### config.mk
export PLATFORM = sky130hd
export DESIGN_NAME = ysyx_23060201_ifu
export DESIGN_NICKNAME = d
export VERILOG_FILES = /design/src/rtl/ysyx_23060201_ifu.sv
export SDC_FILE = /design/constraint.sdc
export NUM_CORES = 1
export LEC_CHECK = 0
export CORE_MARGIN = 5
export CORE_UTILIZATION = 60
export CTS_CLUSTER_SIZE = 8
export DETAILED_ROUTE_END_ITERATION = 7
export DONT_BUFFER_PORTS = 1
export PLACE_DENSITY = 0.82
export SYNTH_ARGS = -nofsm -noshare
export SYNTH_HDL_FRONTEND = slang
export SYNTH_SLANG_ARGS = --single-unit
### constraint.sdc
create_clock -name clk -period 2.95 [get_ports clk]
set_clock_uncertainty 0.2 [all_clocks]
set_input_delay 0.295 -clock clk [delete_from_list [all_inputs] [get_ports clk]]
set_output_delay 0.295 -clock clk [all_outputs]
set_load 0.03 [all_outputs]
### src/rtl/ysyx_23060201_ifu.sv
// Instruction fetch unit: owns the PC, issues one fetch at a time and hands each word downstream.
// Optional performance counters are enabled with `define YSYX_23060201_IFU_PERF_EN.
module ysyx_23060201_ifu #(
  parameter int unsigned                MEM_ADDR_WIDTH = 32,
  parameter int unsigned                DATA_WIDTH     = 32,
  parameter logic [MEM_ADDR_WIDTH-1:0]  RESET_PC       = MEM_ADDR_WIDTH'(32'h8000_0000)
) (
  input  logic                      clk,
  input  logic                      rst,
  output logic                      imem_req_valid,
  input  logic                      imem_req_ready,
  output logic [MEM_ADDR_WIDTH-1:0] imem_req_addr,
  input  logic                      imem_rsp_valid,
  input  logic [DATA_WIDTH-1:0]     imem_rsp_data,
  output logic                      inst_valid,
  input  logic                      inst_ready,
  output logic [DATA_WIDTH-1:0]     inst,
  output logic [MEM_ADDR_WIDTH-1:0] inst_pc,
  input  logic                      redirect_en,
  input  logic [MEM_ADDR_WIDTH-1:0] redirect_pc
`ifdef YSYX_23060201_IFU_PERF_EN
  ,
  output logic [31:0]               perf_fetch_cnt,
  output logic [31:0]               perf_flush_cnt
`endif
);

  typedef enum logic [1:0] {StReq, StWait, StHold, StDrop} state_e;

  state_e                    state_q;
  logic [MEM_ADDR_WIDTH-1:0] pc_q;

  assign imem_req_valid = (state_q == StReq);
  assign imem_req_addr  = pc_q;
  assign inst_valid     = (state_q == StHold);

  always_ff @(posedge clk) begin
    if (rst) begin
      state_q <= StReq;
      pc_q    <= RESET_PC;
      inst    <= '0;
      inst_pc <= '0;
    end else begin
      case (state_q)
        StReq: begin
          // Memory only samples the address on handshake, so a redirect may retarget freely.
          if (redirect_en) pc_q <= redirect_pc;
          if (imem_req_ready) state_q <= redirect_en ? StDrop : StWait;
        end
        StWait: begin
          if (redirect_en) begin
            pc_q    <= redirect_pc;
            state_q <= imem_rsp_valid ? StReq : StDrop;
          end else if (imem_rsp_valid) begin
            state_q <= StHold;
            inst    <= imem_rsp_data;
            inst_pc <= pc_q;
          end
        end
        StDrop: begin
          if (redirect_en) pc_q <= redirect_pc;
          if (imem_rsp_valid) state_q <= StReq;
        end
        StHold: begin
          if (inst_ready) begin
            state_q <= StReq;
            pc_q    <= redirect_en ? redirect_pc : pc_q + MEM_ADDR_WIDTH'(4);
          end else if (redirect_en) begin
            state_q <= StReq;
            pc_q    <= redirect_pc;
          end
        end
        default: state_q <= StReq;
      endcase
    end
  end

`ifdef YSYX_23060201_IFU_PERF_EN
  logic fetch_evt;
  logic flush_evt;

  assign fetch_evt = (state_q == StHold) && inst_ready;
  // Squashes: entering DROP, or dropping a held instruction without consuming it.
  assign flush_evt = ((state_q == StReq)  && imem_req_ready && redirect_en) ||
                     ((state_q == StWait) && redirect_en && !imem_rsp_valid) ||
                     ((state_q == StHold) && redirect_en && !inst_ready);

  always_ff @(posedge clk) begin
    if (rst) begin
      perf_fetch_cnt <= '0;
      perf_flush_cnt <= '0;
    end else begin
      if (fetch_evt) perf_fetch_cnt <= perf_fetch_cnt + 32'd1;
      if (flush_evt) perf_flush_cnt <= perf_flush_cnt + 32'd1;
    end
  end
`endif

endmodule

==> key figures <==
Outcome
  – Status: finished, final reports clean

Detailed routing
  – DRT iter0 DRCs: 329
  – Post-Route WL: 13.2 mm
  – Via count: 4322
  – Drt drc: 0
  – Via/cell ratio: 6.17
  – Drt wl/cell: 18.9 um
  – ANT nets after route: 0
  – First drt pass iteration count: 5

Floorplanning
  – Die Width: 94.5 um
  – Die area: 8930 sq um
  – Die height: 94.5 um
  – Ports: 168
  – Starting Density: 0.624
  – Core Box Area: 6870 sq um
  – Site row count: 30

Placement
  – DP Area: 4360 sq um
  – Placer Congestion: 0.887
  – IO Port Bufs: 0
  – Final HPWL DP: 8.16 mm
  – Post-Place Worst Slack: 0.511 ns

Timing
  – Crit path time final: 2.62 ns
  – Max-slew violations: 0
  – Hold_ws: 0.00883 ns
  – Maximum clock frequency: 382 MHz
  – Final setup vio count: 0
  – Worst-Margin Slew: 0.915 ns
  – Final hold vios: 0
  – Worst setup margin: 0.333 ns
  – Unrepaired setup endpoints after global routing: no
  – Slew HR: 0.385
  – Crit share post-route: 0.887
  – Total negative slack: 0 ns

Clock network
  – Clock latency on the worst-skew pair: 0.36 ns
  – CTS Buf Count: 9
  – Clock transition at path regs: 0.09 ns
  – Clk root buf: clkbuf_8
  – H-tree levels: 3
  – Clock sinks: 98
  – Postcts setup bufs: 0
  – Clock buffer depth: 2
  – TritonCTS clock tree: yes

Setup path
  – CP delay by family, top: simple AND/OR/NAND/NOR gates
  – Required @ worst endpoint: 3.06 ns
  – Max stage delay on crit path: 0.63 ns
  – Worst path cell trace: nand4_1 > nor4_2 > a211oi_1 > a2111oi_0 > dlygate4sd3_1
  – Crit path launch type: register
  – R2R setup slack: 0.33 ns
  – Slowest stage cell, crit path: dfxtp_1
  – WP buf/inv: 1
  – Setup crit start: imem_req_addr[17]$_SDFF_PP0_
  – Crit Path Class: register to register
  – FF-to-FF Start: imem_req_addr[17]$_SDFF_PP0_
  – CP Max Fanout: 7
  – Data arrival time of the critical path: 2.73 ns
  – Crit. End Element: register

Yosys
  – Syn nets: 606
  – Synth Flop Type: dfxtp_1
  – Async S/R FF share, synth: 0
  – EDFF count, synth: 0
  – Synth cell types: 53
  – Post-synthesis sequential area ratio: 0.458
  – Mapped Area: 4290 sq um
  – Syn. warnings: 0
  – Mean area per synthesized cell: 8.01 sq um
  – Syn Inst Count: 535
  – Synth Register Bits: 98

GRT
  – First-pass GRT wire length: 20.0 mm
  – Total congestion overflow: 0
  – Initial antenna violation count: 0
  – Largest net degree at the start of global routing: 91
  – Number of global-route vias before repair: 3931
  – Total GRT Usage: 0.284

Layout
  – Fill cells: 490
  – Final instance area: 5330 sq um
  – Syn-to-layout area delta: 24.3%
  – Most common cell after layout, fill and taps aside: nand2_1
  – Layout cells sized above 1: 0.0811
  – Most frequent cells in the layout: 145 x nand2_1, 93 x dfxtp_1, 71 x dlygate4sd3_1, 68 x a21oi_1, 27 x nor2_1
  – ANT cells: 0
  – Final net count: 670

Min path
  – Hold crit path type: primary input to register
  – Hold path start: imem_req_ready

Power
  – Total power: 2760 uW
  – Max VDD drop: 0.321 mV
  – PwrDens: 519 nW/um^2
  – Leak: 0.00179 uW

Run
  – Max-cap violations: 0
-- report_power, final --
group / total (uW) / leakage, uW / internal [uW] / switching, uW
Clock: 941 / 0.000103 / 479 / 461
Combinational: 328 / 0.000885 / 148 / 179
Sequential: 1500 / 0.000801 / 1370 / 124
-- per-stage QoR --
step	utilization	std cells
after global placement	0.635	612
after detailed placement	0.635	612
after floorplan	-	535
after global routing	0.776	700
final	0.776	700
after CTS	0.772	699
-- tightest hold or removal path, stage by stage --
cell and delay [ns]:
nand3b_1 0.06, a21o_1 0.11, a21oi_1 0.05
-- what timing repair did --
item,CTS,global route
hold buffers,71,1
endpoints found under the hold margin,97,1
setup endpoints to repair,0,1
resized for setup,0,6
-- area by class of cell --
type | count | area, sq um | area share
clock inverter | 6 | 88.8 | 0.0167
sequential | 98 | 1970 | 0.369
inverter | 8 | 30.0 | 0.00564
multi-input combinational | 390 | 2090 | 0.393
tap | 96 | 120 | 0.0225
timing repair buffer | 92 | 901 | 0.169
clock buffer | 10 | 128 | 0.0240
-- per-layer routing --
metal	global-route usage	part of all wire	wire [um]
met2	0.476	0.50	6550
met1	0.341	0.36	4810
met3	0.0813	0.12	1520
met4	0.120	0.025	331
met5	0	0	0
-- registers in the layout, summed over array words and instances (netlist names) --
name / cells
imem_req_addr: 32
inst: 32
inst_pc: 32
state_q: 2
-- cell families (layout without fill, tap and decap cells) --
| kind of cell | count (synthesis) | in the layout | share of synthesized area |
|---|---|---|---|
| mux | 2 | 2 | 0.00467 |
| simple gates | 259 | 259 | 0.289 |
| compound gates | 121 | 121 | 0.176 |
| fa+ha+maj | 1 | 1 | 0.00292 |
| flops | 98 | 98 | 0.458 |
| xor+xnor | 7 | 7 | 0.0143 |
| buf+inv | 47 | 116 | 0.0560 |
-- Yosys cell counts, drive strengths merged, types with 8 or more instances --
library cell / number / area [sq um]
nand2: 145 / 544
or4: 10 / 76.3
buf: 12 / 109
nor2: 27 / 101
a311oi: 10 / 87.6
nand4: 13 / 96.3
clkbuf: 27 / 101
nor4: 8 / 50.1
nor3: 9 / 45.0
a211oi: 9 / 67.6
and4: 8 / 71.3
a21oi: 68 / 340
dfxtp: 98 / 1960
o21ai: 9 / 45.0
nand3: 12 / 60.1
-- worst paths after layout --
path / to / depth (start not counted)
worst max-delay path: imem_req_addr[25]$_SDFF_PP0_ / 5
worst min-delay path: state_q[1]$_SDFFE_PP0P_ / 3
worst min register to register: inst_pc[16]$_SDFFE_PP0P_ / 2
worst max register to register: imem_req_addr[25]$_SDFF_PP0_ / 5
Power figures use the tool's default switching activity.
